File: src/rtl/velocity_prcs.sv
// Pipelined CORDIC rotator: ball speed + launch angle (from +y) -> packed {vx, vy} in Q11.4.
// The quadrant is folded off at the input, rides along the pipe, and is unfolded before rounding.
module velocity_prcs #(
  parameter int ITER  = 16,
  parameter int GUARD = 4
) (
  input  logic        clk,
  input  logic        rst_n,
  input  logic [15:0] ball_velocity,
  input  logic [15:0] ball_angle,
  output logic [31:0] ball_velocity_modified
);

  localparam int XW = 16 + GUARD + 2;
  localparam int ZW = 24;
  localparam logic signed [31:0]   K_GAIN = 32'sd19898;
  localparam logic signed [XW-1:0] HALF   = XW'(1) <<< (GUARD - 1);
  localparam logic signed [XW-1:0] SAT_HI = XW'(32767);
  localparam logic signed [XW-1:0] SAT_LO = XW'(-32768);

  // z keeps 8 extra fraction bits: 90 degrees = 4096 << 8, so atan(1) = 524288.
  function automatic logic signed [ZW-1:0] atan_lut(input int i);
    case (i)
      0:       atan_lut = 24'sd524288;
      1:       atan_lut = 24'sd309505;
      2:       atan_lut = 24'sd163534;
      3:       atan_lut = 24'sd83012;
      4:       atan_lut = 24'sd41667;
      5:       atan_lut = 24'sd20854;
      6:       atan_lut = 24'sd10430;
      7:       atan_lut = 24'sd5215;
      8:       atan_lut = 24'sd2608;
      9:       atan_lut = 24'sd1304;
      10:      atan_lut = 24'sd652;
      11:      atan_lut = 24'sd326;
      12:      atan_lut = 24'sd163;
      13:      atan_lut = 24'sd81;
      14:      atan_lut = 24'sd41;
      15:      atan_lut = 24'sd20;
      default: atan_lut = 24'sd0;
    endcase
  endfunction

  function automatic logic [15:0] round_sat(input logic signed [XW-1:0] val);
    logic signed [XW-1:0] shr;
    shr = (val + HALF) >>> GUARD;
    if (shr > SAT_HI)      round_sat = 16'h7FFF;
    else if (shr < SAT_LO) round_sat = 16'h8000;
    else                   round_sat = 16'(shr);
  endfunction

  logic signed [XW-1:0] x_d [0:ITER];
  logic signed [XW-1:0] x_q [0:ITER];
  logic signed [XW-1:0] y_d [0:ITER];
  logic signed [XW-1:0] y_q [0:ITER];
  logic signed [ZW-1:0] z_d [0:ITER];
  logic signed [ZW-1:0] z_q [0:ITER];
  logic [1:0]           q_d [0:ITER];
  logic [1:0]           q_q [0:ITER];
  logic signed [31:0]   prod_rnd;
  logic signed [XW-1:0] vx_pre;
  logic signed [XW-1:0] vy_pre;
  logic [31:0]          out_d;
  logic [31:0]          out_q;
  logic                 unused_angle_msbs;

  assign unused_angle_msbs = ^ball_angle[15:14];

  always_comb begin
    // Stage 0: pre-scale by the CORDIC gain, fold angle to its quadrant residual
    prod_rnd = 32'($signed(ball_velocity)) * K_GAIN + (32'sd1 <<< (14 - GUARD));
    x_d[0]   = XW'(prod_rnd >>> (15 - GUARD));
    y_d[0]   = '0;
    z_d[0]   = $signed({4'b0, ball_angle[11:0], 8'b0});
    q_d[0]   = ball_angle[13:12];
    // Stages 1..ITER: micro-rotations driving z toward zero
    for (int k = 1; k <= ITER; k++) begin
      if (z_q[k-1] < 0) begin
        x_d[k] = x_q[k-1] + (y_q[k-1] >>> (k - 1));
        y_d[k] = y_q[k-1] - (x_q[k-1] >>> (k - 1));
        z_d[k] = z_q[k-1] + atan_lut(k - 1);
      end else begin
        x_d[k] = x_q[k-1] - (y_q[k-1] >>> (k - 1));
        y_d[k] = y_q[k-1] + (x_q[k-1] >>> (k - 1));
        z_d[k] = z_q[k-1] - atan_lut(k - 1);
      end
      q_d[k] = q_q[k-1];
    end
  end

  always_comb begin
    // Output stage: x ~ v*cos r, y ~ v*sin r; unfold at full width before rounding
    vx_pre = y_q[ITER];
    vy_pre = x_q[ITER];
    case (q_q[ITER])
      2'd1: begin vx_pre = x_q[ITER];  vy_pre = -y_q[ITER]; end
      2'd2: begin vx_pre = -y_q[ITER]; vy_pre = -x_q[ITER]; end
      2'd3: begin vx_pre = -x_q[ITER]; vy_pre = y_q[ITER];  end
      default: ;
    endcase
    out_d = {round_sat(vx_pre), round_sat(vy_pre)};
  end

  always_ff @(posedge clk) begin
    if (!rst_n) begin
      x_q   <= '{default: '0};
      y_q   <= '{default: '0};
      z_q   <= '{default: '0};
      q_q   <= '{default: '0};
      out_q <= '0;
    end else begin
      x_q   <= x_d;
      y_q   <= y_d;
      z_q   <= z_d;
      q_q   <= q_d;
      out_q <= out_d;
    end
  end

  assign ball_velocity_modified = out_q;

endmodule

File: config.mk
export PLATFORM = sky130hd
export DESIGN_NAME = velocity_prcs
export DESIGN_NICKNAME = d
export VERILOG_FILES = /design/src/rtl/velocity_prcs.sv
export SDC_FILE = /design/constraint.sdc
export NUM_CORES = 2
export LEC_CHECK = 0
export CORE_ASPECT_RATIO = 1.75
export CORE_MARGIN = 8
export CORE_UTILIZATION = 50
export DETAILED_ROUTE_END_ITERATION = 10
export GPL_TIMING_DRIVEN = 0
export PLACE_DENSITY = 0.66
export SYNTH_ARGS = -nofsm -noshare
export SYNTH_HDL_FRONTEND = slang
export SYNTH_SLANG_ARGS = --single-unit
File: constraint.sdc
create_clock -name clk -period 22 [get_ports clk]
set_clock_uncertainty 0.2 [all_clocks]
set_input_delay 2.2 -clock clk [delete_from_list [all_inputs] [get_ports clk]]
set_output_delay 2.2 -clock clk [all_outputs]
set_load 0.1 [all_outputs]
; ---- Word-level counts from Yosys, hierarchy flattened
; Index checks and enable logic that the tools add are counted.
[classes]
mux = 83
n_mul = 1
reduce_logical = 2
eq_ne = 3
n_lt_le_gt_ge = 20
addsub = 98
bitwise = 1
[op_table]
columns = op, n
row1 = 24-bit two-way mux, 45
row2 = 22-bit two-way mux, 32
row3 = 24-bit by 1-bit less-than comparator with 1-bit output (second input constant), 15
row4 = 24-bit adder, 14
row5 = 24-bit subtractor, 14
row6 = 22-bit one-hot mux with 3 select lines, 2
row7 = 22-bit by 21-bit adder with 22-bit output, 3
row8 = 22-bit by 21-bit subtractor with 22-bit output, 3
row9 = 22-bit by 10-bit adder with 22-bit output, 2
row10 = 22-bit by 11-bit adder with 22-bit output, 2
row11 = 22-bit by 12-bit adder with 22-bit output, 2
row12 = 22-bit by 13-bit adder with 22-bit output, 2
row13 = 22-bit by 14-bit adder with 22-bit output, 2
row14 = 22-bit by 15-bit adder with 22-bit output, 2
row15 = 22-bit by 16-bit adder with 22-bit output, 2
row16 = 22-bit by 17-bit adder with 22-bit output, 2
row17 = 22-bit by 18-bit adder with 22-bit output, 2
row18 = 22-bit by 19-bit adder with 22-bit output, 2
row19 = 22-bit by 20-bit adder with 22-bit output, 2
row20 = 22-bit by 5-bit adder with 22-bit output (second input constant), 2
row21 = 22-bit by 7-bit adder with 22-bit output, 2
row22 = 22-bit by 8-bit adder with 22-bit output, 2
row23 = 22-bit by 9-bit adder with 22-bit output, 2
row24 = 22-bit negator, 2
row25 = other kinds (28), 48
[totals]
reg_bits = 1185
word_cells = 278
input_bits = 34

; ---- Logic depth before layout (Yosys ltp)
[logic_depth]
depth_word = 6
depth_mapped = 25
mapped_depth_nobuf = 25

; ---- Least setup slack after synthesis
; Ideal clock, no wire load.
[synth_path]
path_kind = input -> register
start = in ball_velocity[5]
end = reg x_q[370] (netlist name)
setup_ns = 0.134
slack_ns = 12.783
required_ns = 21.666
t_arrival_ns = 8.883
stages = 25
path_buffers = 1
path_cell_list = ha_1 -> xor2_1 -> ha_1 -> a21oi_1 -> fa_1 -> fa_1 -> inv_1 -> fa_1 -> inv_1 -> fa_1 -> inv_1 -> ha_1 -> clkbuf_1 -> a21o_1 -> a21oi_1 -> nand2_1 -> o21a_1 -> or3_1 -> nor4_1 -> nor4b_1 -> nand4_1 -> nor4_1 -> nand2_1 -> mux2_2 -> or4_1
[synth_via]
elab_chain_cells = 2
[synth_rtl]
columns = item, line_no
row1 = "start, declared", 9  ; input logic [15:0] ball_velocity,
row2 = 16-bit by 15-bit multiplier with 31-bit output, 71  ; prod_rnd = 32'($signed(ball_velocity)) * K_GAIN + (32'sd1 <<< (14 - GUARD));
row3 = 32-bit by 12-bit adder with 32-bit output, 71
row4 = "end signal, assigned", 106  ; x_q <= '{default: '0};
row5 = "end signal, assigned", 112  ; x_q <= x_d;
row6 = "end, declared", 53  ; logic signed [XW-1:0] x_q [0:ITER];
; No other way between the ends.
; A chain may end at the register's enable or synchronous reset.

; ---- Final worst setup path
; Ends and elaborated chain as after synthesis.

==> results.sh <==
export IMPL_grt_max_degree=30
export IMPL_ys_warn_count=0
export IMPL_netlist_instances=9968
export IMPL_cts_made_buffers=107
export IMPL_grt_pass1_wl_um=401000
export IMPL_crit_required_ps=22390
export IMPL_hold_start="z_q[403]"
export IMPL_status="finished, violations left"
export IMPL_cts_root_buf="clkbuf_16"
export IMPL_arrival_ps=10860
export IMPL_relSlewSlack_pct=-2.81
export IMPL_core_area_mm2=0.164
export IMPL_rows=197
export IMPL_synth_edf_count=0
export IMPL_rr_endpoint="z_q[165]"
export IMPL_syn_area_mm2=0.0823
export IMPL_postSynthAreaPerCell_um2=8.26
export IMPL_nets=11400
export IMPL_yosys_register_bits=1098
export IMPL_vias=71500
export IMPL_crit_top_cell="fa_1"
export IMPL_drt_iter0_drc=3705
export IMPL_first_pass_iters=9
export IMPL_async_flop_share_pct=0
export IMPL_rsz0062_at_grt="no"
export IMPL_crit_path_top_delay_cell="nor4_1"
export IMPL_final_setup_tns_ps=0
export IMPL_start_util_pct=50.1
export IMPL_tightest_slew_ps=1540
export IMPL_grt_usage_pct=28.8
export IMPL_via_per_inst=5.75
export IMPL_htreeDepth=3
export IMPL_dieArea_mm2=0.178
export IMPL_final_max_slew_violation_count=12
export IMPL_clockBufferDepth=3
export IMPL_rrSetupSlack_ps=14930
export IMPL_drc=0
export IMPL_cts_clk_slew_worst_paths_ps=70
export IMPL_clk_latency_ps=750
export IMPL_ios=66
export IMPL_r2r_start="z_q[191]"
export IMPL_fin_crit_sh_pct=47.6
export IMPL_crit_cells=26
export IMPL_fp_dieH_um=553
export IMPL_cts_setup_buffers=0
export IMPL_clkSinkCount=1098
export IMPL_crit_path_end="x_q[370]"
export IMPL_hp_class="reg -> reg"
export IMPL_path_class="in -> reg"
export IMPL_yosysSeqAreaShare_pct=26.7
export IMPL_fin_crit_ps=10470
export IMPL_fmax_mhz=95.5
export IMPL_synth_cell_types=85
export IMPL_routabilityCongestion=1.01
export IMPL_cts_resized=0
export IMPL_layout_drive_gt1_share_pct=3.44
export IMPL_critPathTopFamily="simple AND/OR/NAND/NOR gates"
export IMPL_maxCapViolCount=2
export IMPL_setup_viol=0
export IMPL_synth_ff_type="dfxtp_1"
export IMPL_violations="capacitance limit, slew limit"
export IMPL_crit_path_max_incr_delay_ps=740
export IMPL_hpwl_um=217000
export IMPL_ant_nets=0
export IMPL_cts_hold_fix_buffers=0
export IMPL_crit_path_max_fanout=7
export IMPL_grt_pass1_vias=72500
export IMPL_portBuffers=63
export IMPL_ff2ff_path_depth=17
export IMPL_syn_nets=11200
export IMPL_finalHoldViolCount=0
export IMPL_die_x_um=323
export IMPL_antenna_found_initial=10
export IMPL_critPathLaunchType="primary input"
export IMPL_cts_tree="done"
export IMPL_critPathCaptureType="register"
export IMPL_crit_start="ball_velocity[5]"
export IMPL_routed_wl_um=265000
export IMPL_grt_ovfl_total=0
export IMPL_critPathBufInv=5
export IMPL_wl_per_cell_um=21.3
export IMPL_fillers=15600
export IMPL_utilization_pct=54.6
export IMPL_syn2layout_area_growth_pct=8.90
[layer usage]
metal | wire length, um | global-route usage (%)
met1 | 87200 | 25.5
met4 | 27400 | 24.9
met5 | 13 | 0
met2 | 141000 | 56.0
met3 | 9540 | 3.66
[flip-flops by register name, summed over array words and instances (netlist names)]
signal and flops:
y_q 351, x_q 350, z_q 331, ball_velocity_modified 32, q_d 32, q_q 2
[worst register-to-register path, cell delays in order (launching register included)]
cell	delay [ps]
dfxtp_1	890
clkbuf_1	400
clkbuf_1	420
buf_1	940
inv_1	690
fa_1	590
nor2b_1	150
o21ai_0	110
a21boi_0	240
o21ai_0	150
a21boi_0	270
o21ai_0	190
a21oi_1	240
nor2_1	120
a2111oi_0	780
nor3_1	220
o21ai_0	190
nor3b_1	190
[cell usage after synthesis, types with 14 or more instances]
master / n / area share, %
o21ai_0: 440 / 2.7
or2_2: 29 / 0.22
nor3b_1: 70 / 0.64
nand3_1: 169 / 1.0
a211oi_1: 105 / 0.96
nor4_1: 54 / 0.41
nor3_1: 403 / 2.5
a211o_1: 20 / 0.21
a31o_2: 16 / 0.17
a21boi_0: 36 / 0.33
and3_1: 71 / 0.54
a21oi_1: 758 / 4.6
o41ai_1: 42 / 0.45
nor2b_1: 111 / 0.84
nand2b_1: 136 / 1.0
clkbuf_1: 230 / 1.0
nand2_1: 467 / 2.1
nand3b_1: 22 / 0.20
a221oi_1: 14 / 0.15
mux2_2: 43 / 0.59
o31ai_1: 46 / 0.42
o21ai_1: 15 / 0.091
nor2_1: 1388 / 6.3
o211ai_1: 64 / 0.58
o21a_1: 75 / 0.68
a41oi_1: 19 / 0.20
xnor2_1: 585 / 6.2
nand4_1: 38 / 0.29
and2_1: 211 / 1.6
xor2_1: 503 / 5.4
and4_1: 17 / 0.18
or4_1: 24 / 0.22
buf_1: 23 / 0.10
a2111oi_0: 19 / 0.20
ha_1: 1073 / 16
mux2i_1: 65 / 0.79
a21o_1: 250 / 2.3
fa_1: 129 / 3.1
a31oi_1: 96 / 0.73
o2111ai_1: 16 / 0.17
dfxtp_1: 1098 / 27
inv_1: 562 / 2.6
o21bai_1: 123 / 1.1
or3_1: 93 / 0.71
[layout make-up]
cell class | instances | area, um2 | area share (%)
Clock buffer | 136 | 2960 | 3.30
Clock inverter | 62 | 870 | 0.970
Sequential cell | 1098 | 22000 | 24.5
Inverter | 567 | 2130 | 2.38
Buffer | 262 | 1060 | 1.18
Antenna cell | 2 | 5.00 | 0.00558
Multi-Input combinational cell | 8041 | 57200 | 63.8
Timing Repair Buffer | 68 | 692 | 0.772
Tap cell | 2189 | 2740 | 3.06
[placed cells by master, fill, tap and decap left out, types with 250 or more instances in the layout]
cell,Yosys,layout
a21o_1,250,250
a21oi_1,758,758
dfxtp_1,1098,1098
ha_1,1073,1073
inv_1,562,562
nand2_1,467,467
nor2_1,1388,1388
nor3_1,403,403
o21ai_0,440,440
xnor2_1,585,585
xor2_1,503,503
[kinds of logic (layout without fill, tap and decap cells)]
logic type	Yosys count	in the layout	synth area share, %
AO/OA/AOI/OAI	2299	2299	17.7
buffers and inverters	829	1095	3.84
adder cells (fa/ha/maj)	1202	1202	19.5
AND/OR/NAND/NOR	3343	3343	19.3
other	0	2	0
multiplexers	108	108	1.38
flip-flops	1098	1098	26.7
XOR/XNOR	1089	1089	11.6
[how the worst min path moves through the flow]
stage | to | slack [ps] | depth (start not counted)
after global placement | z_q[382] | 170 | 1
after global routing | z_q[382] | 200 | 1
after floorplan | z_q[382] | 170 | 1
final | z_q[382] | 190 | 1
after CTS | z_q[382] | 190 | 1
after detailed placement | z_q[382] | 170 | 1
[stage by stage]
stage | hold WS (ps) | setup slack, ps | cell area, um2 | instances
2_1_floorplan | 168 | 12780 | 82300 | 9968
3_3_place_gp | 173 | 10940 | 85700 | 12200
3_5_place_dp | 171 | 10920 | 85700 | 12200
4_1_cts | 190 | 11640 | 89600 | 12400
5_1_grt | 197 | 11080 | 89600 | 12400
6_report | 192 | 11530 | 89600 | 12400
Power is left out: the tool's default activity adds up to more than one toggle a clock period on the data nets, which glitch-free logic cannot reach.
